===== src/rtl/lab4_isa_pkg.sv =====
// lab4_isa_pkg
//   Shared ISA constants and controller state encoding for the lab4 multicycle CPU.
//   Contents: opcode/funct codes, FSM state enum, default reset PC and memory
//   timeout, and a small opcode classification helper.
package lab4_isa_pkg;

   localparam logic [5:0]  OP_R   = 6'h00;
   localparam logic [5:0]  OP_J   = 6'h02;
   localparam logic [5:0]  OP_BGT = 6'h07;
   localparam logic [5:0]  OP_LW  = 6'h23;
   localparam logic [5:0]  OP_SW  = 6'h2B;
   localparam logic [5:0]  FN_JR  = 6'h08;

   localparam logic [31:0] RESET_PC_DEF = 32'h0000_0000;
   localparam logic [7:0]  MEM_TMO_DEF  = 8'd255;

   typedef enum logic [2:0] {
      FETCH  = 3'd0,
      DECODE = 3'd1,
      EXEC   = 3'd2,
      MEM    = 3'd3,
      WB     = 3'd4,
      HALT   = 3'd5
   } state_t;

   // lw and sw both take the ALU immediate path and visit MEM
   function automatic logic is_mem_op(input logic [5:0] op);
      return (op == OP_LW) || (op == OP_SW);
   endfunction

endpackage


===== src/rtl/multicycle_ctrl_if.sv =====
// multicycle_ctrl_if
//   Single-port SRAM bus shared by instruction fetch and lw/sw data access.
//   mem_req      request, held until mem_ready
//   mem_we       1 = write, 0 = read (valid while mem_req)
//   mem_addr_sel 0 = address from pc, 1 = address from ALU result
//   mem_rdata    read data, valid with mem_ready
//   mem_ready    completion strobe for the current request
//   master = controller side, slave = memory side.
interface multicycle_ctrl_if;

   logic        mem_req;
   logic        mem_we;
   logic        mem_addr_sel;
   logic [31:0] mem_rdata;
   logic        mem_ready;

   modport master (
      output mem_req, mem_we, mem_addr_sel,
      input  mem_rdata, mem_ready
   );

   modport slave (
      input  mem_req, mem_we, mem_addr_sel,
      output mem_rdata, mem_ready
   );

endinterface


===== src/rtl/next_pc_calc.sv =====
// next_pc_calc
//   Combinational next-PC candidates for the multicycle controller.
//   pc          current program counter
//   instr_idx   ir[25:0] (jump index; low 16 bits are the branch immediate)
//   rs_val/rt_val register operands for the bgt compare
//   pc4         pc + 4 (wraps mod 2^32)
//   jump_tgt    {pc4[31:28], index, 2'b00}
//   branch_tgt  pc4 + sext(imm16) << 2 (wraps mod 2^32)
//   bgt_taken   signed(rs) > signed(rt); equal is not taken
module next_pc_calc (
   input  logic [31:0] pc,
   input  logic [25:0] instr_idx,
   input  logic [31:0] rs_val,
   input  logic [31:0] rt_val,
   output logic [31:0] pc4,
   output logic [31:0] jump_tgt,
   output logic [31:0] branch_tgt,
   output logic        bgt_taken
);

   logic [31:0] br_off;

   // Candidate targets and branch condition
   always_comb begin
      pc4        = pc + 32'd4;
      jump_tgt   = {pc4[31:28], instr_idx, 2'b00};
      br_off     = {{14{instr_idx[15]}}, instr_idx[15:0], 2'b00};
      branch_tgt = pc4 + br_off;
      bgt_taken  = $signed(rs_val) > $signed(rt_val);
   end

endmodule


===== src/rtl/multicycle_ctrl.sv =====
// multicycle_ctrl
//   Multicycle control FSM and PC sequencer: FETCH/DECODE/EXEC/MEM/WB, PC
//   ownership (j, jr, bgt, sequential), SRAM port arbitration and a per-request
//   memory timeout.
//   clk, reset   clock and synchronous active-high reset
//   mem          SRAM bus (master side)
//   rs_val/rt_val register-file read ports A/B
//   alu_src_imm  ALU B operand = sign-extended imm16
//   rf_we        register-file write pulse (WB)
//   rf_dst_rd    write $rd (R-type) instead of $rt
//   rf_from_mem  WB data from loaded word
//   ir, pc       instruction register, program counter
//   fault        sticky illegal-opcode / memory-timeout flag
module multicycle_ctrl
   import lab4_isa_pkg::*;
#(
   parameter logic [31:0] RESET_PC = RESET_PC_DEF,
   parameter logic [7:0]  MEM_TMO  = MEM_TMO_DEF
) (
   input  logic                     clk,
   input  logic                     reset,
   multicycle_ctrl_if.master        mem,
   input  logic [31:0]              rs_val,
   input  logic [31:0]              rt_val,
   output logic                     alu_src_imm,
   output logic                     rf_we,
   output logic                     rf_dst_rd,
   output logic                     rf_from_mem,
   output logic [31:0]              ir,
   output logic [31:0]              pc,
   output logic                     fault
);

   state_t      state, state_nxt;
   logic [31:0] pc_nxt, ir_nxt;
   logic        fault_nxt;
   logic [7:0]  tmo_cnt, tmo_nxt;
   logic [5:0]  op, op_nxt;
   logic        mem_done, mem_wait, tmo_hit;
   logic        req_nxt, we_nxt, sel_nxt, imm_nxt, rfwe_nxt, dst_nxt, frm_nxt;
   logic [31:0] pc4, jump_tgt, branch_tgt;
   logic        bgt_taken;

   next_pc_calc u_next_pc (
      .pc         (pc),
      .instr_idx  (ir[25:0]),
      .rs_val     (rs_val),
      .rt_val     (rt_val),
      .pc4        (pc4),
      .jump_tgt   (jump_tgt),
      .branch_tgt (branch_tgt),
      .bgt_taken  (bgt_taken)
   );

   // Next-state, next-PC, timeout and next-cycle output decode
   always_comb begin
      state_nxt = state;
      pc_nxt    = pc;
      ir_nxt    = ir;
      fault_nxt = fault;
      op        = ir[31:26];
      // mem_ready only counts against a request we are actually driving
      mem_done  = mem.mem_req & mem.mem_ready;
      mem_wait  = mem.mem_req & ~mem.mem_ready;
      tmo_hit   = mem_wait && (tmo_cnt == (MEM_TMO - 8'd1));
      tmo_nxt   = mem_wait ? (tmo_cnt + 8'd1) : 8'd0;

      case (state)
         FETCH: begin
            if (tmo_hit) begin
               fault_nxt = 1'b1;
               state_nxt = HALT;
            end else if (mem_done) begin
               ir_nxt    = mem.mem_rdata;
               state_nxt = DECODE;
            end else begin
               state_nxt = FETCH;
            end
         end
         DECODE: begin
            case (op)
               OP_J: begin
                  pc_nxt    = jump_tgt;
                  state_nxt = FETCH;
               end
               OP_BGT: begin
                  pc_nxt    = bgt_taken ? branch_tgt : pc4;
                  state_nxt = FETCH;
               end
               OP_R: begin
                  if (ir[5:0] == FN_JR) begin
                     pc_nxt    = rs_val;
                     state_nxt = FETCH;
                  end else begin
                     state_nxt = EXEC;
                  end
               end
               OP_LW, OP_SW: state_nxt = EXEC;
               default: begin
                  fault_nxt = 1'b1;
                  state_nxt = HALT;
               end
            endcase
         end
         EXEC: state_nxt = is_mem_op(op) ? MEM : WB;
         MEM: begin
            if (tmo_hit) begin
               fault_nxt = 1'b1;
               state_nxt = HALT;
            end else if (mem_done && (op == OP_SW)) begin
               pc_nxt    = pc4;
               state_nxt = FETCH;
            end else if (mem_done) begin
               // loaded word is captured by the datapath on this mem_ready
               state_nxt = WB;
            end else begin
               state_nxt = MEM;
            end
         end
         WB: begin
            pc_nxt    = pc4;
            state_nxt = FETCH;
         end
         HALT: state_nxt = HALT;
         default: begin
            fault_nxt = 1'b1;
            state_nxt = HALT;
         end
      endcase

      // Outputs are registered, so decode them from the state being entered
      // and the instruction that will be in ir then.
      op_nxt   = ir_nxt[31:26];
      req_nxt  = (state_nxt == FETCH) || (state_nxt == MEM);
      sel_nxt  = (state_nxt == MEM);
      we_nxt   = (state_nxt == MEM) && (op_nxt == OP_SW);
      imm_nxt  = (state_nxt inside {DECODE, EXEC, MEM}) && is_mem_op(op_nxt);
      rfwe_nxt = (state_nxt == WB);
      dst_nxt  = (state_nxt == WB) && (op_nxt == OP_R);
      frm_nxt  = (state_nxt == WB) && (op_nxt == OP_LW);
   end

   // State, PC, IR, fault, timeout counter and registered strobes
   always_ff @(posedge clk) begin
      if (reset) begin
         state            <= FETCH;
         pc               <= RESET_PC;
         ir               <= 32'h0000_0000;
         fault            <= 1'b0;
         tmo_cnt          <= 8'd0;
         mem.mem_req      <= 1'b0;
         mem.mem_we       <= 1'b0;
         mem.mem_addr_sel <= 1'b0;
         alu_src_imm      <= 1'b0;
         rf_we            <= 1'b0;
         rf_dst_rd        <= 1'b0;
         rf_from_mem      <= 1'b0;
      end else begin
         state            <= state_nxt;
         pc               <= pc_nxt;
         ir               <= ir_nxt;
         fault            <= fault_nxt;
         tmo_cnt          <= tmo_nxt;
         mem.mem_req      <= req_nxt;
         mem.mem_we       <= we_nxt;
         mem.mem_addr_sel <= sel_nxt;
         alu_src_imm      <= imm_nxt;
         rf_we            <= rfwe_nxt;
         rf_dst_rd        <= dst_nxt;
         rf_from_mem      <= frm_nxt;
      end
   end

endmodule

===== src/flat_wrapper.sv =====
// flat-port wrapper written by rule: the top's interface ports become plain ports
module multicycle_ctrl_flat import lab4_isa_pkg::*;
#(
   parameter logic [31:0] RESET_PC = RESET_PC_DEF,
   parameter logic [7:0]  MEM_TMO  = MEM_TMO_DEF
)
  (clk, reset, rs_val, rt_val, alu_src_imm, rf_we, rf_dst_rd, rf_from_mem, ir, pc, fault, mem_mem_req, mem_mem_we, mem_mem_addr_sel, mem_mem_rdata, mem_mem_ready);
  multicycle_ctrl_if mem_i ();
  input  logic clk;
  input  logic reset;
  input  logic [31:0] rs_val;
  input  logic [31:0] rt_val;
  output logic alu_src_imm;
  output logic rf_we;
  output logic rf_dst_rd;
  output logic rf_from_mem;
  output logic [31:0] ir;
  output logic [31:0] pc;
  output logic fault;
  output wire logic [$bits(mem_i.mem_req)-1:0] mem_mem_req;
  output wire logic [$bits(mem_i.mem_we)-1:0] mem_mem_we;
  output wire logic [$bits(mem_i.mem_addr_sel)-1:0] mem_mem_addr_sel;
  input wire logic [$bits(mem_i.mem_rdata)-1:0] mem_mem_rdata;
  input wire logic [$bits(mem_i.mem_ready)-1:0] mem_mem_ready;
  assign mem_mem_req = mem_i.mem_req;
  assign mem_mem_we = mem_i.mem_we;
  assign mem_mem_addr_sel = mem_i.mem_addr_sel;
  assign mem_i.mem_rdata = mem_mem_rdata;
  assign mem_i.mem_ready = mem_mem_ready;
  multicycle_ctrl #(.RESET_PC(RESET_PC), .MEM_TMO(MEM_TMO)) u_core (.clk(clk), .reset(reset), .mem(mem_i), .rs_val(rs_val), .rt_val(rt_val), .alu_src_imm(alu_src_imm), .rf_we(rf_we), .rf_dst_rd(rf_dst_rd), .rf_from_mem(rf_from_mem), .ir(ir), .pc(pc), .fault(fault));
endmodule

===== config.mk =====
export PLATFORM = sky130hd
export DESIGN_NAME = multicycle_ctrl_flat
export DESIGN_NICKNAME = d
export VERILOG_FILES = /design/src/rtl/lab4_isa_pkg.sv /design/src/rtl/multicycle_ctrl_if.sv /design/src/rtl/next_pc_calc.sv /design/src/rtl/multicycle_ctrl.sv /design/src/flat_wrapper.sv
export SDC_FILE = /design/constraint.sdc
export NUM_CORES = 1
export LEC_CHECK = 0
export BUFFER_PORTS_ARGS = -buffer_cell sky130_fd_sc_hd__buf_4
export CAP_MARGIN = 40
export CORE_UTILIZATION = 55
export DETAILED_ROUTE_END_ITERATION = 7
export HOLD_SLACK_MARGIN = 0.12
export PLACE_DENSITY_LB_ADDON = 0.08
export SLEW_MARGIN = 20
export SYNTH_ARGS = -nofsm -noshare
export SYNTH_HDL_FRONTEND = slang
export SYNTH_SLANG_ARGS = --single-unit

===== constraint.sdc =====
create_clock -name clk -period 7.7 [get_ports clk]
set_clock_uncertainty 0.2 [all_clocks]
set_input_delay 0.385 -clock clk [delete_from_list [all_inputs] [get_ports clk]]
set_output_delay 0.385 -clock clk [all_outputs]
set_load 0.02 [all_outputs]

Yosys cells after proc, flatten, opt, wreduce, memory -nomap -nowiden:

Index checks and enable logic that the tools add are counted.
Widths: inputs -> output; s select.

* register bits: 83
* input bits: 99
* output and inout bits: 72
* word-level logic and storage cells: 91

* add/sub/neg operators: 3
* $lt $le $gt $ge: 1
* eq/ne operators: 23
* multiplexer cells: 21
* bitwise logic cells: 6
* reductions and logical operators: 24

Operator list (count)
* $mux 32: 7
* $pmux 32 s3: 2
* $add 32x3->32 const B: 1
* $add 32x32->32: 1
* $gt 32x32->1: 1
* $eq 6x6->1 const B: 4
* $mux 3: 5
* $pmux 3 s5: 1
* $eq 3x2->1 const B: 4
* $logic_not 6->1: 2
* $eq 3x3->1 const B: 3
* $pmux 3 s3: 1
* $add 8x1->8 const B: 1
* $eq 8x8->1 const B: 1
* $reduce_or 2->1: 4
* $eq 3x1->1 const B: 2
* $eq 6x2->1 const B: 1
* $eq 6x3->1 const B: 1
* $eq 6x4->1 const B: 1
* $logic_and 1x1->1: 6
* $logic_not 3->1: 2
* $reduce_and 3->1: 2
* $reduce_bool 3->1: 2
* $reduce_and 5->1: 1
* other kinds (12): 22

Logic depth before layout (Yosys ltp):

Gate-level depths: netlist (run 1).

* depth in word-level cells: 8
* depth in mapped cells: 16

Modules after synthesis:

From an unflattened synthesis (run 1), not the netlist that was laid out.

* cells, all modules: 898
* area, all modules: 7055.5 um^2

By module, submodules not included
* multicycle_ctrl: instances 1, cells an instance 452, area each 3817.4 um^2, sequential area each 1661.6 um^2
* next_pc_calc: instances 1, cells an instance 446, area each 3238.1 um^2, sequential area each 0.0 um^2

Worst setup path before layout (run 1):

No wires, ideal clock.

* path type: reg-to-reg
* from: register u_core.pc[4]
* to: register u_core.pc[31]
* arrival: 3.768 ns
* data required time: 7.409 ns
* setup slack: 3.641 ns
* stages on the path, launching flop included: 17
* clock period less this slack: 4.059 ns
* path through: dfxtp_1 and4_1 nand2_1 or2_2 nor2_1 nand3_1 xnor2_1 ha_1 clkbuf_1 a21oi_1 o21ai_0 a21o_1 or4b_2 o211ai_1 o211a_1 a31oi_1 a311oi_1

* word-level cells in the longest chain between the ends: 5
* elaborated cells on any way between the ends: 7
* those cells by class: add/sub: 2; mux: 5

Ends and longest elaborated chain
* start, declared: RTL line multicycle_ctrl.sv:30 `output logic [31:0] pc,`
* start signal, assigned: RTL line multicycle_ctrl.sv:160 `pc <= pc_nxt;`
* $add 32x3->32 *: RTL line next_pc_calc.sv:25 `pc4 = pc + 32'd4;`
* $add 32x32->32: RTL line next_pc_calc.sv:28 `branch_tgt = pc4 + br_off;`
* $mux 32: RTL line multicycle_ctrl.sv:87 `pc_nxt = bgt_taken ? branch_tgt : pc4;`
* $pmux 32 s3: RTL line multicycle_ctrl.sv:81 `case (op)`
* $pmux 32 s3 *: RTL line multicycle_ctrl.sv:68 `case (state)`

Every way passes the cells marked *; elsewhere a longest branch is shown, timed or not. The select of a mux whose other input is x is not followed.
A chain may end at the register's enable or synchronous reset.

Final worst setup path (run 1):

* from: register u_core.pc[2]
* to: register u_core.pc[30]

The elaborated chain is that of the path after synthesis.

==> qor.yml, run 1 <==
fin_crit_ns: 4.84
cts_sinks: 83
required_ns: 7.76
yosysWarnings: 0
cp.buffers_inverters: 0
drc_errors: 0
placementRows: 41
synthCells: 992
cts_tree: "built"
ys_ff_latch: 83
dr_total_vias: 8314
cp_slowest_stage_delay_ns: 0.64
synth_area_per_cell_sq_um: 7.31
power.density_mw_per_mm2: 253
die_y_um: 117
synth_enable_flop_cells: 0
final_cell_mix: "buf_4 (179), nand2_1 (126), a21oi_1 (126)"
path_cells: "ha_1 > nand4_1 > nor3_1 > nand3_1 > xnor2_1 > ha_1 > and3_1 > nand4_1 > or4b_2 > a21oi_1 > nor2_1 > o211ai_1 > xor2_1 > nand2_1 > a311oi_1"
grt_max_degree: 73
cts_root_buf: "clkbuf_16"
io_buffers: 170
fillers: 1080
wirelength_mm: 25.4
slew_headroom_pct: 41.1
hp-class: "in -> reg"
worst_path_max_delay_cell: "or4b_2"
diodes: 0
wl_per_cell_um: 18.9
cp-end-kind: "flip-flop"
path_class: "reg -> reg"
final_common_cell: "buf_4"
ios: 171
slew_viol_final: 0
grt_pass1_wl_mm: 39.7
core_area_sq_mm: 0.0127
outcome: "finished clean"
fin_area_sq_mm: 0.00925
worst_pin_slew_ns: 0.884
grt_setup_unrepaired: "false"
grt_usage_pct: 38.1
htree_levels: 3
p_leak_nw: 4.16
cts_max_path_buffers: 2
post-dp-hpwl_mm: 18.6
vias_per_cell: 6.20
syn-cell-area_sq_mm: 0.00725
cap_viol_max_count: 0
path_max_fanout: 11
crit_path_start_kind: "flip-flop"
cts_setup_buffers: 0
dieArea_sq_mm: 0.0136
fmax_mhz: 207
area_growth_pct: 27.6
grt_pass1_vias: 7651
antenna_found_initial: 0
synth_seq_area_share_pct: 22.9
final_net_count: 1334
ir_drop_v: 0.000224
cp.arrival_ns: 4.89
clk_pin_slew_ns: 0.07
ant_nets: 0
synth-main-ff-cell: "dfxtp_1"
drtPass1Iterations: 5
start_util_pct: 57.0
dieWidth_um: 117
gp_congestion: 0.940
path_delay_family: "simple AND/OR/NAND/NOR gates"
synthDistinctLibCells: 74
drive_gt1_share_pct: 19.2
overflow: 0
syn_nets: 1161
drt_iter0_markers: 874
dpl-instance-area_sq_mm: 0.00864
async_flop_share_pct: 0
setup_viol: 0
fin_setup_tns_ns: 0
post-route-period-util_pct: 62.8
cts_made_buffers: 9
clkLatencyLatePin_ns: 0.37
hold_viol: 0
[synthesized netlist by cell type (5+ instances only)]
library cell / number / area [sq um]
nand2b_1: 5 / 31.3
nand2_1: 126 / 473
dfxtp_1: 83 / 1660
inv_1: 51 / 191
a31oi_1: 15 / 93.8
nor4_1: 6 / 37.5
a21o_1: 16 / 120
a211oi_1: 7 / 52.6
or2_2: 5 / 31.3
o21a_1: 6 / 45.0
nand3_1: 32 / 160
a21oi_1: 126 / 631
clkbuf_1: 40 / 150
a311oi_1: 6 / 52.6
nor2b_1: 9 / 56.3
or3_1: 8 / 50.1
xnor2_1: 36 / 315
and4_1: 6 / 52.6
buf_2: 5 / 25.0
and2_1: 7 / 43.8
ha_1: 69 / 863
a22oi_1: 13 / 97.6
xor2_1: 21 / 184
o211ai_1: 8 / 60.1
a221oi_1: 9 / 78.8
a221o_1: 8 / 80.1
o21ai_0: 53 / 265
nor3_1: 17 / 85.1
o21bai_1: 9 / 67.6
nand4_1: 23 / 144
nor2_1: 86 / 323
and3_1: 12 / 75.1
[metal layers]
layer | vias to the layer above | global-route usage (%) | wire length (um)
met5 | - | 0 | 0
met1 | 3818 | 50.8 | 10800
met4 | 0 | 15.0 | 871
li1 | 3969 | - | -
met3 | 75 | 7.47 | 2300
met2 | 452 | 60.6 | 11400
[cell type report]
| cell class | count | area, sq um | area share [%] |
|---|---|---|---|
| multi-input combinational | 808 | 5210 | 56.4 |
| timing repair buffer | 212 | 1680 | 18.2 |
| sequential | 83 | 1660 | 18.0 |
| clock buffer | 9 | 225 | 2.44 |
| tap | 172 | 215 | 2.33 |
| inverter | 51 | 191 | 2.07 |
| clock inverter | 6 | 55.1 | 0.595 |
[registers in the layout (all words and copies together) (netlist names)]
signal	flops
u_core.tmo_cnt	8
u_core.pc	32
u_core.mem.mem_addr_sel	1
u_core.rf_dst_rd	1
u_core.rf_from_mem	1
u_core.ir	32
u_core.state	3
u_core.fault	1
u_core.alu_src_imm	1
u_core.mem.mem_req	1
u_core.rf_we	1
u_core.mem.mem_we	1
[worst reg2reg max path, delay by kind of cell (launching register included)]
kind	cells	cell delay (ns)
fa+ha+maj	2	0.76
compound gates	3	0.66
xor+xnor	2	0.35
flops	1	0.52
simple gates	8	2.26
[worst paths after layout]
path,start,end,slack (ns),cells past startpoint
min reg2reg,u_core.tmo_cnt[0],u_core.tmo_cnt[0],0.27,1
min,rs_val[0],u_core.pc[0],0.12,3
max,u_core.pc[2],u_core.pc[30],2.86,15
max reg2reg,u_core.pc[2],u_core.pc[30],2.86,15
[power breakdown]
group,leakage (nW),switching (mW),internal [mW]
combinational,3.35,0.761,0.492
clock,0.139,0.208,0.225
sequential,0.673,0.141,0.513
[kinds of logic after synthesis]
family	share of synthesized area, %
compound gates	27.6
xor+xnor	6.89
fa+ha+maj	12.2
buf+inv	5.52
flops	22.9
mux	1.04
simple gates	23.8
[metrics by stage]
| step | total power, mW | cells | worst slack, ns | hold slack, ns | util (%) |
|---|---|---|---|---|---|
| after CTS | 2.30 | 1340 | 2.94 | 0.121 | 72.6 |
| final | 2.34 | 1341 | 2.86 | 0.118 | 72.7 |
| after global placement | 1.84 | 1292 | 3.21 | 0.244 | 67.7 |
| after detailed placement | 1.86 | 1294 | 2.98 | 0.254 | 67.9 |
| after global routing | 2.47 | 1341 | 2.60 | 0.141 | 72.7 |
| after floorplan | 1.44 | 992 | 3.64 | 0.230 | - |
[timing repair]
action / 4_1_cts / 5_1_grt
endpoints found under the setup margin: 0 / 0
hold endpoints to repair: 31 / 0
resized for setup: 0 / 0
hold buffers: 31 / 0
No activity file was read; power rests on OpenSTA's default activity.
==> inputs of run 2 (changes only) <==
CORE_UTILIZATION = 50   (was 55)
clock period = 4.01 ns   (was 7.7 ns; I/O delays follow)
==> run 2 against run 1 <==
Worst setup slack worse by 2.7 ns. Sequential power is 80% higher. Clock power is 120% higher. Critical path depth is 3 higher. Cell area is 7.9% higher. Non-clock buffer count is 63 higher. Largest cell class unchanged.
==> qor.yml, run 2 (synthesis results as in run 1) <==
final_net_count: 1397
pre_cts_slack_ns: 0.0499
grt_pass1_vias: 7755
slew_viol_final: 0
final_cell_mix: "buf_4 (227), nand2_1 (124), a21oi_1 (124)"
wirelength_mm: 26.9
outcome: "finished clean"
dr_total_vias: 8517
combPwrFrac_pct: 55.9
cts_max_path_buffers: 2
path_class: "reg -> reg"
drive_gt1_share_pct: 24.5
antenna_found_initial: 0
cp-end-kind: "flip-flop"
grt_usage_pct: 35.4
cts_root_buf: "clkbuf_16"
clk_pin_slew_ns: 0.07
utilization_pct: 71.3
clkLatencyLatePin_ns: 0.35
wl_per_cell_um: 19.0
finalWorstSetupSlack_ns: 0.141
ant_nets: 0
area_growth_pct: 37.6
cap_viol_max_count: 0
cp.arrival_ns: 3.87
hp-class: "in -> reg"
vias_per_cell: 6.03
slew_headroom_pct: 39.4
fmax_mhz: 258
start_util_pct: 51.8
path_max_fanout: 6
rrSetupSlack_ns: 0.14
grt_pass1_wl_mm: 41.0
setup.worst_path.end: "u_core.pc[31]"
switchingPower_mw: 2.20
power_mw: 4.83
cts_made_buffers: 9
multi_input_area_sq_mm: 0.00537
diodes: 0
fin_crit_ns: 3.87
seqPwrFrac_pct: 24.5
drt_iter0_markers: 812
io_buffers: 170
placementRows: 43
die_y_um: 122
overflow: 0
worst_pin_slew_ns: 0.909
cts_tree: "built"
htree_levels: 3
power.internal_mw: 2.64
core_area_sq_mm: 0.0140
power.density_mw_per_mm2: 484
post-route-period-util_pct: 96.5
fillers: 1196
dieWidth_um: 122
worstReg2RegStart: "u_core.pc[7]"
grt_setup_unrepaired: "true"
r2r_end: "u_core.pc[31]"
drtPass1Iterations: 5
clkPwrFrac_pct: 19.6
post-dp-hpwl_mm: 19.6
required_ns: 4.01
ir_drop_v: 0.000423
setup_viol: 0
final_common_cell: "buf_4"
cts_sinks: 83
cp-startpoint: "u_core.pc[7]"
grt_max_degree: 73
p_sw_share_pct: 45.4
reg2reg_depth: 18
dieArea_sq_mm: 0.0150
p_leak_nw: 4.52
drc_errors: 0
regArea_sq_mm: 0.00167
gp_congestion: 0.990
hold_viol: 0
crit_path_start_kind: "flip-flop"
ios: 171
largest_registers: "u_core.ir (32), u_core.pc (32), u_core.tmo_cnt (8)"
run 2: timing repair:
action,4_1_cts,5_1_grt
hold endpoints to repair,50,0
resized for setup,0,33
endpoints found under the setup margin,0,8
buffers inserted,0,3
hold buffers,47,0
run 2: how the worst min path moves through the flow:
stage	from	to	slack (ns)	depth (start not counted)
global route	mem_mem_ready	u_core.tmo_cnt[6]	0.18	4
floorplan	mem_mem_rdata[28]	u_core.ir[28]	0.14	2
CTS	mem_mem_ready	u_core.tmo_cnt[5]	0.13	4
global placement	u_core.tmo_cnt[0]	u_core.tmo_cnt[0]	0.24	1
detailed placement	u_core.tmo_cnt[0]	u_core.tmo_cnt[0]	0.26	1
finish	mem_mem_ready	u_core.tmo_cnt[5]	0.13	4
run 2: worst max-delay path: stages (launching register included):
cell,delay (ns)
dfxtp_1,0.33
and4_4,0.27
nand2_1,0.07
or2_2,0.32
nor2_2,0.10
buf_4,0.16
nand2_2,0.10
xnor2_4,0.22
ha_4,0.25
a21oi_1,0.22
buf_4,0.16
a21oi_1,0.05
o21ai_0,0.14
a21oi_1,0.15
and3_1,0.22
a221o_1,0.28
o211a_1,0.21
a31oi_1,0.16
a311oi_1,0.10
run 2: per-stage QoR:
stage          hold slack (ns)  setup TNS [ns]  std cells  cell area (sq um)
6_report                 0.126               0       1413               9970
5_1_grt                  0.175         -0.0347       1413               9970
4_1_cts                  0.127               0       1409               9780
3_5_place_dp             0.256               0       1346               8980
3_3_place_gp             0.244               0       1346               8980
2_1_floorplan            0.136         -0.0182        992               7250
run 2: area by class of cell:
| cell class | instances | area share, % |
|---|---|---|
| tap | 180 | 2.26 |
| inverter | 51 | 1.92 |
| timing repair buffer | 275 | 22.0 |
| sequential | 83 | 16.7 |
| clock buffer | 9 | 2.26 |
| clock inverter | 7 | 1.05 |
| multi-input combinational | 808 | 53.9 |
run 2: layer usage:
layer  track usage, %  up-vias  wire length [um]
met5                0        -                 0
met4             10.5        0               567
met3             9.48       47              2650
met2             55.8      444             12400
met1             47.0     3947             11300
li1                 -     4079                 -
run 2: power by group through the flow:
stage	combinational, mW	sequential (mW)	clock (mW)
floorplan	1.41	1.34	0
global placement	2.51	1.19	0
detailed placement	2.52	1.20	0
CTS	2.57	1.18	0.959
global route	2.90	1.20	0.994
finish	2.70	1.18	0.947
